==> src/rtl/gshare_branch_predictor_if.sv <==
// Fetch-side prediction, resolve-side update and statistics signals of the gshare predictor.
// The master drives branches in and the slave is the predictor itself.
interface gshare_branch_predictor_if #(
    parameter int HIST_BITS = 4
);
    logic                 pred_valid;
    logic [31:0]          pred_pc;
    logic                 take_branch;
    logic [HIST_BITS-1:0] pred_hist;

    logic                 upd_valid;
    logic [31:0]          upd_pc;
    logic [HIST_BITS-1:0] upd_hist;
    logic                 upd_taken;
    logic                 upd_mispredict;

    logic [HIST_BITS-1:0] ghr;
    logic [31:0]          branch_count;
    logic [31:0]          mispred_count;

    modport master (
        output pred_valid, pred_pc,
        output upd_valid, upd_pc, upd_hist, upd_taken, upd_mispredict,
        input  take_branch, pred_hist, ghr, branch_count, mispred_count
    );

    modport slave (
        input  pred_valid, pred_pc,
        input  upd_valid, upd_pc, upd_hist, upd_taken, upd_mispredict,
        output take_branch, pred_hist, ghr, branch_count, mispred_count
    );
endinterface

==> src/rtl/gshare_branch_predictor.sv <==
// Gshare direction predictor: saturating counters indexed by PC xor speculative global history.
// The history is restored from the returned snapshot when a branch resolves as mispredicted.
module gshare_branch_predictor #(
    parameter int INDEX_BITS = 6,
    parameter int HIST_BITS  = 4,
    parameter int CTR_BITS   = 2
) (
    input  logic                     clk,
    input  logic                     rst,
    gshare_branch_predictor_if.slave bus
);
    localparam int                  DEPTH    = 1 << INDEX_BITS;
    localparam logic [CTR_BITS-1:0] CTR_WEAK = CTR_BITS'(1) << (CTR_BITS - 1);
    localparam logic [CTR_BITS-1:0] CTR_MAX  = '1;

    logic [CTR_BITS-1:0]   ctr_q [DEPTH];
    logic [HIST_BITS-1:0]  ghr_q;
    logic [HIST_BITS-1:0]  ghr_d;
    logic [31:0]           branch_count_q;
    logic [31:0]           branch_count_d;
    logic [31:0]           mispred_count_q;
    logic [31:0]           mispred_count_d;

    logic [INDEX_BITS-1:0] pidx;
    logic [INDEX_BITS-1:0] uidx;
    logic [CTR_BITS-1:0]   upd_ctr_old;
    logic [CTR_BITS-1:0]   upd_ctr_d;
    logic                  mispredict;
    logic                  unused_pc_bits;

    // History is narrower than or equal to the index, so the cast zero-extends it.
    assign pidx       = bus.pred_pc[INDEX_BITS+1:2] ^ INDEX_BITS'(ghr_q);
    assign uidx       = bus.upd_pc[INDEX_BITS+1:2] ^ INDEX_BITS'(bus.upd_hist);
    assign mispredict = bus.upd_valid & bus.upd_mispredict;

    assign unused_pc_bits = ^{bus.pred_pc[31:INDEX_BITS+2], bus.pred_pc[1:0],
                              bus.upd_pc[31:INDEX_BITS+2], bus.upd_pc[1:0]};

    assign bus.take_branch   = ctr_q[pidx][CTR_BITS-1];
    assign bus.pred_hist     = ghr_q;
    assign bus.ghr           = ghr_q;
    assign bus.branch_count  = branch_count_q;
    assign bus.mispred_count = mispred_count_q;

    always_comb begin
        upd_ctr_old = ctr_q[uidx];
        upd_ctr_d   = upd_ctr_old;
        if (bus.upd_taken) begin
            if (upd_ctr_old != CTR_MAX) upd_ctr_d = upd_ctr_old + CTR_BITS'(1);
        end else begin
            if (upd_ctr_old != '0) upd_ctr_d = upd_ctr_old - CTR_BITS'(1);
        end
    end

    // A mispredict restore wins over a same-cycle fetch, which is on the wrong path.
    always_comb begin
        ghr_d = ghr_q;
        if (mispredict) begin
            ghr_d = HIST_BITS'({bus.upd_hist, bus.upd_taken});
        end else if (bus.pred_valid) begin
            ghr_d = HIST_BITS'({ghr_q, bus.take_branch});
        end
    end

    always_comb begin
        branch_count_d  = branch_count_q;
        mispred_count_d = mispred_count_q;
        if (bus.upd_valid && branch_count_q != '1) begin
            branch_count_d = branch_count_q + 32'd1;
        end
        if (mispredict && mispred_count_q != '1) begin
            mispred_count_d = mispred_count_q + 32'd1;
        end
    end

    always_ff @(posedge clk) begin
        if (rst) begin
            for (int i = 0; i < DEPTH; i++) begin
                ctr_q[i] <= CTR_WEAK;
            end
            ghr_q           <= '0;
            branch_count_q  <= '0;
            mispred_count_q <= '0;
        end else begin
            if (bus.upd_valid) begin
                ctr_q[uidx] <= upd_ctr_d;
            end
            ghr_q           <= ghr_d;
            branch_count_q  <= branch_count_d;
            mispred_count_q <= mispred_count_d;
        end
    end
endmodule

==> src/flat_wrapper.sv <==
// flat-port wrapper written by rule: the top's interface ports become plain ports
module gshare_branch_predictor_flat 
#(
    parameter int INDEX_BITS = 6,
    parameter int HIST_BITS  = 4,
    parameter int CTR_BITS   = 2
)
  (clk, rst, bus_pred_valid, bus_pred_pc, bus_upd_valid, bus_upd_pc, bus_upd_hist, bus_upd_taken, bus_upd_mispredict, bus_take_branch, bus_pred_hist, bus_ghr, bus_branch_count, bus_mispred_count);
  gshare_branch_predictor_if #(.HIST_BITS(HIST_BITS)) bus_i ();
  input  logic clk;
  input  logic rst;
  input wire logic [$bits(bus_i.pred_valid)-1:0] bus_pred_valid;
  input wire logic [$bits(bus_i.pred_pc)-1:0] bus_pred_pc;
  input wire logic [$bits(bus_i.upd_valid)-1:0] bus_upd_valid;
  input wire logic [$bits(bus_i.upd_pc)-1:0] bus_upd_pc;
  input wire logic [$bits(bus_i.upd_hist)-1:0] bus_upd_hist;
  input wire logic [$bits(bus_i.upd_taken)-1:0] bus_upd_taken;
  input wire logic [$bits(bus_i.upd_mispredict)-1:0] bus_upd_mispredict;
  output wire logic [$bits(bus_i.take_branch)-1:0] bus_take_branch;
  output wire logic [$bits(bus_i.pred_hist)-1:0] bus_pred_hist;
  output wire logic [$bits(bus_i.ghr)-1:0] bus_ghr;
  output wire logic [$bits(bus_i.branch_count)-1:0] bus_branch_count;
  output wire logic [$bits(bus_i.mispred_count)-1:0] bus_mispred_count;
  assign bus_i.pred_valid = bus_pred_valid;
  assign bus_i.pred_pc = bus_pred_pc;
  assign bus_i.upd_valid = bus_upd_valid;
  assign bus_i.upd_pc = bus_upd_pc;
  assign bus_i.upd_hist = bus_upd_hist;
  assign bus_i.upd_taken = bus_upd_taken;
  assign bus_i.upd_mispredict = bus_upd_mispredict;
  assign bus_take_branch = bus_i.take_branch;
  assign bus_pred_hist = bus_i.pred_hist;
  assign bus_ghr = bus_i.ghr;
  assign bus_branch_count = bus_i.branch_count;
  assign bus_mispred_count = bus_i.mispred_count;
  gshare_branch_predictor #(.INDEX_BITS(INDEX_BITS), .HIST_BITS(HIST_BITS), .CTR_BITS(CTR_BITS)) u_core (.clk(clk), .rst(rst), .bus(bus_i));
endmodule
==> config.mk <==
export PLATFORM = sky130hd
export DESIGN_NAME = gshare_branch_predictor_flat
export DESIGN_NICKNAME = d
export VERILOG_FILES = /design/src/rtl/gshare_branch_predictor_if.sv /design/src/rtl/gshare_branch_predictor.sv /design/src/flat_wrapper.sv
export SDC_FILE = /design/constraint.sdc
export NUM_CORES = 1
export LEC_CHECK = 0
export CAP_MARGIN = 40
export CORE_ASPECT_RATIO = 0.5
export CORE_UTILIZATION = 51
export CTS_BUF_LIST = sky130_fd_sc_hd__clkbuf_16
export CTS_CLUSTER_SIZE = 24
export DETAILED_ROUTE_END_ITERATION = 10
export PLACE_DENSITY = 0.77
export SYNTH_ARGS = -nofsm -noshare
export SYNTH_HDL_FRONTEND = slang
export SYNTH_SLANG_ARGS = --single-unit
==> constraint.sdc <==
create_clock -name clk -period 7.68 [get_ports clk]
set_input_delay 2.304 -clock clk [delete_from_list [all_inputs] [get_ports clk]]
set_output_delay 2.304 -clock clk [all_outputs]
set_load 0.1 [all_outputs]
# ---- Yosys cells after proc, flatten, opt, wreduce, memory -nomap -nowiden
# Memory sizes are Yosys's and may differ from the RTL's.
# Cells that the tools add are included.
dict set report op_classes {
  addsub 4
  n_mul 0
  n_div 0
  n_lt_le_gt_ge 0
  eq_ne 3
  shifts 0
  muxes 13
  bitwise_logic 3
  n_reduce_logical 5
}
# operator count
set ops {}
lappend ops {{$add 32x1->32 const B} 2}
lappend ops {{$ne 32x32->1 const B} 2}
lappend ops {{$xor 6x4->6} 2}
lappend ops {{$mux 2} 4}
lappend ops {{$mux 4} 2}
lappend ops {{$mux 1} 6}
lappend ops {{$mux 6} 1}
lappend ops {{$reduce_bool 2->1} 2}
lappend ops {{$add 2x1->2 const B} 1}
lappend ops {{$logic_and 1x1->1} 2}
lappend ops {{$ne 2x2->1 const B} 1}
lappend ops {{$reduce_or 2->1} 1}
lappend ops {{$sub 2x1->2 const B} 1}
lappend ops {{$and 1x1->1} 1}
dict set report word_totals {
  register_bits 68
  latchBits 0
  ramBits 128
  romBits 0
  output_inout_bits 73
  wordCells 32
  memories 1
}
# memory words word_bits read_ports rd_clocked_by_memory_dff write_ports line_no
set memory_table {}
lappend memory_table {u_core.ctr_q 64 2 2 0 64 gshare_branch_predictor.sv:16} ;# logic [CTR_BITS-1:0] ctr_q [DEPTH];

# ---- Depth between registers and ports, before layout
# Gate-level depths: netlist of the first run.
# An unclocked memory read counts as a cell.
dict set report depth {
  depth_word 6
  mapped_depth 13
  depth_no_buf 9
}

# ---- Worst setup path after synthesis of the first run
# OpenSTA, ideal clock, no wires.
dict set report synth_path {
  kind {input to output}
  from {in bus_pred_pc[2]}
  to {out bus_take_branch}
  arrival_time_ns 5.310
  slack_ns 0.066
  stages 6
  path_buffers 1
  path_cell_list {xnor2_1 buf_4 mux4_2 mux4_2 mux2i_1 a21oi_1}
}
dict set report synth_between {
  elab_chain_len 2
}
# item line_no
set synth_lines {}
lappend synth_lines {{from (decl)} flat_wrapper.sv:13} ;# input wire logic [$bits(bus_i.pred_pc)-1:0] bus_pred_pc;
lappend synth_lines {{$xor 6x4->6} gshare_branch_predictor.sv:32} ;# assign pidx = bus.pred_pc[INDEX_BITS+1:2] ^ INDEX_BITS'(ghr_q);
lappend synth_lines {{$mem_v2 64x2} -}
lappend synth_lines {{to (decl)} flat_wrapper.sv:19} ;# output wire logic [$bits(bus_i.take_branch)-1:0] bus_take_branch;
# Every way passes these cells.

# ---- Final worst setup path of the first run
# Ends and elaborated chain as after synthesis.

==> key figures, run 1 <==
Floorplanning
  – Number of I/O pins: 147
  – Die Footprint: 0.0214 mm^2
  – Initial core utilization: 53.2%
  – Core area: 0.0199 mm^2
  – Die Span X: 206 um
  – Vert. Die Dim: 104 um
  – # rows: 36

Clocking
  – TritonCTS Buffers: 17
  – H-tree depth: 4
  – Hold Buf Count CTS: 0
  – Sink Count: 196
  – CTS Buffer Depth: 2
  – Resize count post-CTS: 0
  – Worst-Skew Late Latency: 0.46 ns
  – CTS tree: done
  – Root Driver: clkbuf_16
  – Postcts setup bufs: 0
  – Worst-path clk slew: 0.07 ns

Final layout
  – Antenna diodes: 0
  – Share of cells above drive strength 1: 22.3%
  – Post-route cell area: 0.0139 mm^2
  – Area grow syn2layout: 31.3%
  – Fin cells: 1,430
  – NumNets Final: 1,227
  – Layout Utilization: 69.9%

Placed design
  – Port bufs: 94
  – DP HPWL: 24,100 um
  – Gpl congestion: 0.942
  – Placed Cells: 1,398
  – Area after DPL: 0.0133 mm^2

Detailed routing
  – DR WL/cell: 24.1 um
  – Drt first pass iters: 6
  – DR iter-0 viols: 1,405
  – DRC violations left: 0
  – Overall routed net length: 34,500 um
  – Vias: 9,467
  – DR vias/cell: 6.62
  – Routed Antenna Nets: 0

Yosys
  – Post-synth EDFFs: 128
  – Post-synthesis sequential area ratio: 49.1%
  – Avg Cell Area, Syn: 10.6 um^2
  – Post-synthesis cell area: 0.0106 mm^2
  – Post-synthesis net count: 1,076
  – Ys flop type: edfxtp_1
  – FF+latch count, synth: 196
  – Cell variety after synth: 61
  – Synth Instances: 1,000
  – Synth async-reset ratio: 0%
  – Yosys warning count: 0

Timing
  – Fin Setup TNS: 0 ns
  – Clock skew: 0.0114 ns
  – Fin crit share: 98.4%
  – Setup violators final: 0
  – RSZ-0062 raised after global routing: no
  – Max Freq: 0.132 GHz
  – Minimum clock period: 7.56 ns
  – Final Slew Violations: 0
  – Worst slew margin: 41.2%
  – Final Hold Viols: 0
  – Worst-margin pin slew: 0.879 ns

Power
  – Leakage: 0.00458 uW
  – Tot Pwr: 2560 uW
  – PD cells: 184 mW/mm^2
  – Peak supply drop: 0.159 mV

Critical path
  – Setup crit start kind: input port
  – Slowest-stage cell, CP: mux4_2
  – Critical Path AT: 5.25 ns
  – Crit path max-delay family: multiplexers
  – Worst path bufs/invs: 3
  – Data required, critical path: 5.38 ns
  – Crit path largest cell delay: 0.54 ns
  – Worst Path Max Fanout: 9
  – Crit end category: primary output
  – Setup CP Type: in2out
  – R2R depth: 8
  – Critical Path Stages: 8
  – Cell mode on critical path: mux4_2
  – CP Cell Sequence: clkdlybuf4s50_1 > xnor2_2 > buf_4 > mux4_2 > mux4_2 > mux2i_1 > a21oi_1 > buf_12

GRT
  – Vias in the first global route: 9,406
  – Grt ovf: 0
  – First-pass GRT wire length: 53,200 um
  – Initial antenna violation count: 0
  – Largest net degree at the start of global routing: 92
  – GRT Total Usage: 32.9%

Hold path
  – Hold depth: 2
  – Worst min-delay path class: reg2reg

Run
  – Max-Cap Viols: 0

Outcome
  – Outcome: finished clean
-- flip-flops by register name (all words and copies together) (netlist names) --
signal and count:
u_core.bus.branch_count 32, u_core.bus.mispred_count 32, u_core.ctr_q 128, u_core.bus.ghr 4
-- worst min-delay path: cells and delay by family, from the launching register on --
kind,cells,cell delay (ns)
DFF,1,0.34
AOI/OAI and AO/OA,2,0.14
-- power by group --
group / switching [uW] / leakage, uW / total [uW] / internal, uW
registers: 13.4 / 0.00165 / 1150 / 1140
logic: 330 / 0.00264 / 491 / 160
clock network: 434 / 0.000291 / 923 / 489
-- routing by layer --
layer | part of all wire (%) | track usage, %
met1 | 37 | 41.8
met5 | 0 | 0
met2 | 47 | 53.6
met3 | 12 | 8.71
met4 | 3.8 | 13.1
-- cells by family after synthesis --
kind of cell    count (synthesis)  synth area share (%)
compound gates                147                  9.42
xor+xnor                       57                  4.85
fa+ha+maj                       4                 0.437
buf+inv                        90                  4.26
flops                         196                  49.1
mux                            60                  8.61
simple gates                  446                  23.3
-- per-stage QoR --
step | hold WS (ns) | setup slack (ns)
6_report | 0.532 | 0.122
5_1_grt | 0.558 | 0.0434
4_1_cts | 0.520 | 0.142
3_5_place_dp | 0.508 | 0.166
3_3_place_gp | 0.480 | 0.149
2_1_floorplan | 0.950 | 0.0657
-- cells in the mapped netlist (all sizes together) (2+ instances only) --
| master | number | area (um^2) |
|---|---|---|
| o21ai | 35 | 175 |
| inv | 9 | 33.8 |
| a22oi | 3 | 22.5 |
| mux4 | 24 | 541 |
| xnor2 | 20 | 183 |
| a211oi | 9 | 67.6 |
| a31oi | 6 | 37.5 |
| nor2 | 93 | 359 |
| nand2 | 96 | 360 |
| a21o | 30 | 225 |
| nand2b | 24 | 150 |
| or4 | 2 | 18.8 |
| a221oi | 9 | 85.1 |
| and3 | 8 | 50.1 |
| a221o | 5 | 50.1 |
| a311oi | 2 | 17.5 |
| and4 | 5 | 43.8 |
| dfxtp | 68 | 1360 |
| a21oi | 33 | 176 |
| nand4 | 27 | 169 |
| a2111oi | 2 | 23.8 |
| nor3 | 44 | 375 |
| nor2b | 2 | 12.5 |
| clkbuf | 44 | 165 |
| or2 | 17 | 106 |
| xor2 | 37 | 332 |
| nor4 | 38 | 344 |
| ha | 2 | 25.0 |
| mux2i | 27 | 270 |
| o2bb2ai | 6 | 52.6 |
| maj3 | 2 | 21.3 |
| or3 | 17 | 106 |
| edfxtp | 128 | 3840 |
| mux2 | 9 | 101 |
| buf | 37 | 253 |
| and2 | 3 | 18.8 |
| nand3 | 69 | 345 |
-- layout by cell type, fill, tap and decap left out, types with 8 or more instances in the layout --
cell,instances
a211oi_1,9
a21o_1,30
a21oi_1,32
a221oi_1,8
and3_1,8
buf_16,23
buf_4,38
buf_8,51
clkbuf_16,17
clkdlybuf4s50_1,92
dfxtp_1,68
edfxtp_1,128
inv_1,11
mux2i_1,27
mux4_2,24
nand2_1,96
nand2b_1,24
nand3_1,69
nand4_1,27
nor2_1,91
nor3_1,13
nor3_2,31
nor4_1,21
nor4_2,17
o21ai_0,31
or2_2,17
or3_1,17
xnor2_1,16
xor2_1,33
-- cell type report --
type	instances	area, um^2
fillers	1283	6000
repair buffers	213	2720
clock buffers	17	425
flip-flops and latches	196	5200
clock inverters	15	170
well taps	266	333
inverters	9	33.8
multi-input cells	714	5020
-- path summary, 6_finish.rpt --
check                                    start                           end  slack, ns
hold / removal    u_core.bus.mispred_count[30]  u_core.bus.mispred_count[30]       0.53
setup reg to reg           u_core.ctr_q[11][1]            u_core.ctr_q[2][0]       4.23
hold reg to reg   u_core.bus.mispred_count[30]  u_core.bus.mispred_count[30]       0.53
setup / recovery                bus_pred_pc[2]               bus_take_branch       0.12
No activity file was read; power rests on OpenSTA's default activity.
==> run 2: changes to the inputs <==
--- a/config.mk
+++ b/config.mk
@@ -7,11 +7,11 @@
 export LEC_CHECK = 0
 export CAP_MARGIN = 40
 export CORE_ASPECT_RATIO = 0.5
-export CORE_UTILIZATION = 51
+export CORE_UTILIZATION = 45
 export CTS_BUF_LIST = sky130_fd_sc_hd__clkbuf_16
 export CTS_CLUSTER_SIZE = 24
 export DETAILED_ROUTE_END_ITERATION = 10
-export PLACE_DENSITY = 0.77
+export PLACE_DENSITY = 0.7
 export SYNTH_ARGS = -nofsm -noshare
 export SYNTH_HDL_FRONTEND = slang
 export SYNTH_SLANG_ARGS = --single-unit
==> run 2 against run 1 <==
Against the previous run:
- global-route usage fell by 5.8 points
- sequential share of layout area rose by 0.11 points
- critical path type unchanged
- sequential power about the same
- largest cell class unchanged
==> key figures, run 2 (synthesis results as in run 1) <==
Detailed routing
  – DR iter-0 viols: 1,022 (-27%)
  – DR vias/cell: 6.14 (-7.3%)
  – Routed Antenna Nets: 0 (unchanged)
  – Drt first pass iters: 5 (-1)
  – Vias: 9,026 (-4.7%)
  – DR WL/cell: 21.9 um (-9.0%)
  – DRC violations left: 0 (unchanged)
  – Overall routed net length: 32,200 um (-6.5%)

Timing
  – RSZ-0062 raised after global routing: no
  – Worst slew margin: 38.4% (-2.9 points)
  – Max Freq: 0.134 GHz (+1.1%)
  – Worst-margin pin slew: 0.911 ns (+0.0322 ns)
  – Fin crit share: 97.3% (-1.1 points)
  – Setup WS post-layout: 0.205 ns (+0.0831 ns)
  – Final Hold Viols: 0 (unchanged)
  – Final Slew Violations: 0 (unchanged)
  – Fin Setup TNS: 0 ns (unchanged)
  – Clock skew: 0.00956 ns (-0.00181 ns)
  – Setup violators final: 0 (unchanged)
  – Minimum clock period: 7.48 ns (-0.0831 ns)

Floorplanning
  – Initial core utilization: 46.2% (-7.0 points)
  – Die Span X: 219 um (+6.4%)
  – Die Footprint: 0.0242 mm^2 (+13%)
  – Number of I/O pins: 147 (unchanged)
  – Core area: 0.0229 mm^2 (+15%)
  – # rows: 39 (+8.3%)
  – Vert. Die Dim: 111 um (+6.3%)

Power
  – Int Power: 1760 uW (-1.3%)
  – Combinational power share: 19.5% (+0.4 points)
  – Psw: 744 uW (-4.3%)
  – Peak supply drop: 0.173 mV (+8.8%)
  – Leakage: 0.00456 uW (-0.50%)
  – Sw frac: 29.7% (-0.64 points)
  – Power share of the sequential group: 45.8% (+0.9 points)
  – Clk pwr share: 34.7% (-1.3 points)
  – PD cells: 181 mW/mm^2 (-1.9%)

Final layout
  – Share of cells above drive strength 1: 21.9% (-0.41 points)
  – Area grow syn2layout: 30.9%
  – Flip-flop count of the largest register after layout: 128 (unchanged)
  – NumNets Final: 1,226 (-0.081%)
  – Layout Utilization: 60.5% (-9.4 points)
  – Commonest non-fill, non-tap cell in the layout: edfxtp_1
  – Fin cells: 1,470 (+2.8%)
  – Biggest register: u_core.ctr_q
  – Most frequent cells in the layout: edfxtp_1 (128), nand2_1 (96), clkdlybuf4s50_1 (92)
  – Fillers: 1,803 (+41%)
  – Antenna diodes: 0 (unchanged)

GRT
  – Grt ovf: 0 (unchanged)
  – Vias in the first global route: 9,051 (-3.8%)
  – Initial antenna violation count: 0 (unchanged)
  – First-pass GRT wire length: 50,500 um (-5.1%)
  – GRT Total Usage: 27.1% (-5.8 points)
  – Largest net degree at the start of global routing: 76 (-17%)

Clocking
  – CTS Buffer Depth: 2 (unchanged)
  – Worst-path clk slew: 0.07 ns (about the same)
  – H-tree depth: 4 (unchanged)
  – Worst-Skew Late Latency: 0.44 ns (-0.02 ns)
  – TritonCTS Buffers: 17 (unchanged)
  – CTS tree: done
  – Sink Count: 196 (unchanged)
  – Root Driver: clkbuf_16
  – Hold Buf Count CTS: 0 (unchanged)

Placed design
  – Dpl ws: 0.0377 ns (-0.129 ns)
  – Placed Cells: 1,438 (+2.9%)
  – DP HPWL: 22,300 um (-7.5%)
  – Port bufs: 94 (unchanged)
  – Gpl congestion: 0.925 (-1.8%)

Critical path
  – Setup CP Type: in2out
  – Setup crit start kind: input port
  – Worst Path Max Fanout: 9 (unchanged)
  – Critical Path AT: 5.17 ns (-0.08 ns)
  – Worst reg-to-reg setup slack: 4.19 ns (-0.04 ns)
  – Slowest-stage cell, CP: mux4_2
  – Crit path largest cell delay: 0.51 ns (-0.03 ns)
  – CP Cell Sequence: clkdlybuf4s50_1 > xnor2_4 > buf_12 > mux4_2 > mux4_2 > mux2i_1 > a21oi_1 > buf_12
  – Data required, critical path: 5.38 ns (about the same)
  – Crit end category: primary output

Hold path
  – Worst min-delay path class: reg2reg

Outcome
  – Outcome: finished clean

Run
  – Max-Cap Viols: 0 (unchanged)
## run 2: path summary, 6_finish.rpt
kind	from	endpoint	cells past startpoint
worst max-delay path	bus_pred_pc[2]	bus_take_branch	8
worst min-delay path	u_core.bus.mispred_count[8]	u_core.bus.mispred_count[8]	2
worst max register to register	u_core.ctr_q[15][1]	u_core.ctr_q[15][0]	8
worst min register to register	u_core.bus.mispred_count[8]	u_core.bus.mispred_count[8]	2
## run 2: power groups by stage
stage                     clock network, uW  registers (uW)  logic (uW)
after floorplan                           0            1190         283
after global placement                    0            1170         440
after detailed placement                  0            1170         477
after CTS                               872            1150         479
after global routing                    917            1150         507
final                                   869            1150         489
## run 2: what timing repair did
action	CTS	global route
endpoints found under the setup margin	0	1
setup buffers	0	0
resized for setup	0	1
## run 2: worst max-delay path, delay by kind of cell
family                    cells  cell delay [ns]
muxes                         3             1.26
AOI/OAI and AO/OA             1             0.23
buffers and inverters         3             0.93
xor gates and xnor gates      1             0.44
## run 2: layout make-up
type	count	area, um^2	share of cell area [%]
timing repair buffer	212	2650	19.1
clock inverter	12	62.6	0.451
tap	307	384	2.77
inverter	9	33.8	0.244
sequential	196	5200	37.5
multi-input combinational	714	5040	36.3
clock buffer	20	500	3.61
## run 2: metal layers
metal	track usage (%)	up-vias	routed length, um
li1	-	4015	-
met1	34.2	4435	12400
met2	44.7	493	15600
met3	6.42	83	3090
met4	11.1	0	1140
met5	0	-	0
## run 2: metrics by stage
stage | power (uW) | instance area (um^2) | hold slack (ns)
after floorplan | 1480 | 10600 | 0.950
after global placement | 1610 | 11900 | 0.481
after detailed placement | 1650 | 13300 | 0.499
after CTS | 2500 | 13900 | 0.516
after global routing | 2570 | 13900 | 0.558
final | 2510 | 13900 | 0.518
==> run 3: changes to the inputs <==
--- a/config.mk
+++ b/config.mk
@@ -11,7 +11,7 @@
 export CTS_BUF_LIST = sky130_fd_sc_hd__clkbuf_16
 export CTS_CLUSTER_SIZE = 24
 export DETAILED_ROUTE_END_ITERATION = 10
-export PLACE_DENSITY = 0.7
+export PLACE_DENSITY = 0.72
 export SYNTH_ARGS = -nofsm -noshare
 export SYNTH_HDL_FRONTEND = slang
 export SYNTH_SLANG_ARGS = --single-unit
==> constraint.sdc (replaced) <==
create_clock -name clk -period 6 [get_ports clk]
set_input_delay 1.8 -clock clk [delete_from_list [all_inputs] [get_ports clk]]
set_output_delay 1.8 -clock clk [all_outputs]
set_load 0.1 [all_outputs]
==> run 3 against run 2 <==
Against the previous run:
- hold slack got worse by 0.0081 ns
- largest power group unchanged
- combinational power increased by 43%
- count of clock-buffer cells in the layout fell by 3
- final area is 2.1% higher
- setup slack worse by 0.17 ns
- critical path depth rose by 2
- register-to-register slack got worse by 1.4 ns
- non-clock buffer count grew 27
- critical endpoint unchanged
- final cell count is 1.8% higher
==> key figures, run 3 (synthesis results as in run 1) <==
GRT
  – Largest net degree at the start of global routing: 87 (+14%)
  – Grt ovf: 0 (unchanged)
  – GRT Total Usage: 27.9% (+0.78 points)
  – Initial antenna violation count: 0 (unchanged)
  – Vias in the first global route: 9,057 (+0.066%)
  – First-pass GRT wire length: 51,200 um (+1.4%)

Detailed routing
  – Overall routed net length: 33,700 um (+4.5%)
  – Routed Antenna Nets: 0 (unchanged)
  – Vias: 9,240 (+2.4%)
  – DR vias/cell: 6.17 (+0.52%)
  – DR WL/cell: 22.5 um (+2.6%)
  – Drt first pass iters: 9 (+4)
  – DR iter-0 viols: 1,167 (+14%)
  – DRC violations left: 0 (unchanged)

Critical path
  – CP Cell Sequence: dlygate4sd2_1 > xnor2_2 > buf_6 > buf_12 > mux4_2 > mux4_2 > nor2b_2 > a211oi_4 > a21oi_4 > buf_12
  – Crit path largest cell delay: 0.52 ns (about the same)
  – Data required, critical path: 4.20 ns (-1.18 ns)
  – Setup CP Type: in2out
  – Crit end category: primary output
  – Worst Path Max Fanout: 5 (-4)
  – Slowest-stage cell, CP: mux4_2
  – Critical Path AT: 4.16 ns (-1.01 ns)
  – Setup crit start kind: input port

Final layout
  – Area grow syn2layout: 33.6%
  – Commonest non-fill, non-tap cell in the layout: edfxtp_1
  – Layout Utilization: 61.7% (+1.2 points)
  – Share of cells above drive strength 1: 24.5% (+2.5 points)
  – Biggest register: u_core.ctr_q
  – Antenna diodes: 0 (unchanged)
  – Flip-flop count of the largest register after layout: 128 (unchanged)
  – NumNets Final: 1,253 (+2.2%)
  – Most frequent cells in the layout: edfxtp_1 (128), nand2_1 (96), nor2_1 (91)

Clocking
  – Worst-Skew Late Latency: 0.45 ns (about the same)
  – TritonCTS Buffers: 17 (unchanged)
  – Sink Count: 196 (unchanged)
  – CTS Buffer Depth: 2 (unchanged)
  – H-tree depth: 4 (unchanged)
  – Worst-path clk slew: 0.08 ns (about the same)
  – Hold Buf Count CTS: 0 (unchanged)
  – Root Driver: clkbuf_16
  – CTS tree: done

Timing
  – Clock skew: 0.0139 ns (+0.00437 ns)
  – RSZ-0062 raised after global routing: no
  – Final Hold Viols: 0 (unchanged)
  – Fin crit share: 99.4%
  – Setup WS post-layout: 0.0379 ns (-0.167 ns)
  – Hold_ws: 0.510 ns (-0.00810 ns)
  – Max Freq: 0.168 GHz
  – Minimum clock period: 5.96 ns
  – Worst slew margin: 43.8% (+5.4 points)
  – Worst-margin pin slew: 0.836 ns (-0.0756 ns)
  – Final Slew Violations: 0 (unchanged)
  – Setup violators final: 0 (unchanged)

Floorplanning
  – Core area: 0.0229 mm^2 (unchanged)
  – Number of I/O pins: 147 (unchanged)
  – Vert. Die Dim: 111 um (unchanged)
  – Die Footprint: 0.0242 mm^2 (unchanged)
  – Initial core utilization: 46.2% (unchanged)
  – Die Span X: 219 um (unchanged)
  – # rows: 39 (unchanged)

Placed design
  – Dpl ws: -0.256 ns (-0.293 ns)
  – Port bufs: 94 (unchanged)
  – DP HPWL: 23,500 um (+5.3%)
  – Gpl congestion: 0.911 (-1.6%)

Power
  – Leakage: 0.00471 uW (+3.3%)
  – Power share of the sequential group: 45.0% (-0.8 points)
  – Sw frac: 31.0% (+1.3 points)
  – Combinational power share: 21.3% (+1.8 points)
  – Peak supply drop: 0.225 mV (+30%)
  – PD cells: 231 mW/mm^2 (+28%)
  – Tot Pwr: 3270 uW (+30%)
  – Psw: 1010 uW (+36%)
  – Int Power: 2260 uW (+28%)
  – Clk pwr share: 33.7% (-1.0 points)

Outcome
  – Outcome: finished clean

Hold path
  – Worst min-delay path class: reg2reg

Run
  – Max-Cap Viols: 0 (unchanged)
run 3: cell count changes in the layout (fill, tap and decap cells not counted), sizes merged:
cell | before | now
clkdlybuf4s50 | 92 | 90
dlymetal6s2s | 0 | 1
clkinvlp | 0 | 2
clkbuf | 20 | 17
dlygate4sd2 | 0 | 1
inv | 17 | 16
clkinv | 4 | 6
buf | 120 | 147
run 3: per-stage QoR:
| stage | area (um^2) | instances | setup TNS [ns] |
|---|---|---|---|
| after floorplan | 10600 | 1000 | 0 |
| after global placement | 12100 | 1375 | -0.280 |
| after detailed placement | 13400 | 1454 | -0.256 |
| after CTS | 14000 | 1487 | 0 |
| after global routing | 14200 | 1497 | 0 |
| final | 14200 | 1497 | 0 |
run 3: critical path, delay by kind of cell:
family	cells	cell delay, ns
buf+inv	4	0.72
xor+xnor	1	0.13
mux	2	1.01
compound gates	2	0.30
simple gates	1	0.19
run 3: area by class of cell:
| type | count | area [um^2] |
|---|---|---|
| Fill cell | 1723 | 8780 |
| Sequential cell | 196 | 5200 |
| Multi-Input combinational cell | 714 | 5070 |
| Timing Repair Buffer | 239 | 2910 |
| Clock buffer | 17 | 425 |
| Tap cell | 307 | 384 |
| Clock inverter | 15 | 126 |
| Inverter | 9 | 33.8 |
run 3: layer usage:
metal	vias to the layer above	track usage, %	wire length, um	part of all wire (%)
met5	-	0	0	0
met3	86	7.08	3360	10
met2	579	45.8	16400	49
met1	4498	35.1	12800	38
li1	4077	-	-	-
met4	0	11.4	1080	3.2
run 3: final timing paths:
kind	to	cells after the start	slack (ns)	from
worst max-delay path	bus_take_branch	10	0.04	bus_pred_pc[2]
worst min-delay path	u_core.bus.mispred_count[8]	2	0.51	u_core.bus.mispred_count[8]
worst max register to register	u_core.ctr_q[40][0]	8	2.84	u_core.ctr_q[19][0]
worst min register to register	u_core.bus.mispred_count[8]	2	0.51	u_core.bus.mispred_count[8]
run 3: power by group through the flow:
stage / combinational [uW] / sequential, uW / clock (uW)
floorplan: 362 / 1530 / 0
global placement: 600 / 1500 / 0
detailed placement: 645 / 1500 / 0
CTS: 660 / 1470 / 1100
global route: 724 / 1470 / 1160
finish: 698 / 1470 / 1100
run 3: what timing repair did:
item	CTS	global route
buffers inserted	1	10
cloned	1	0
setup endpoints to repair	1	1
gates resized for setup	5	7
pin swaps	2	3
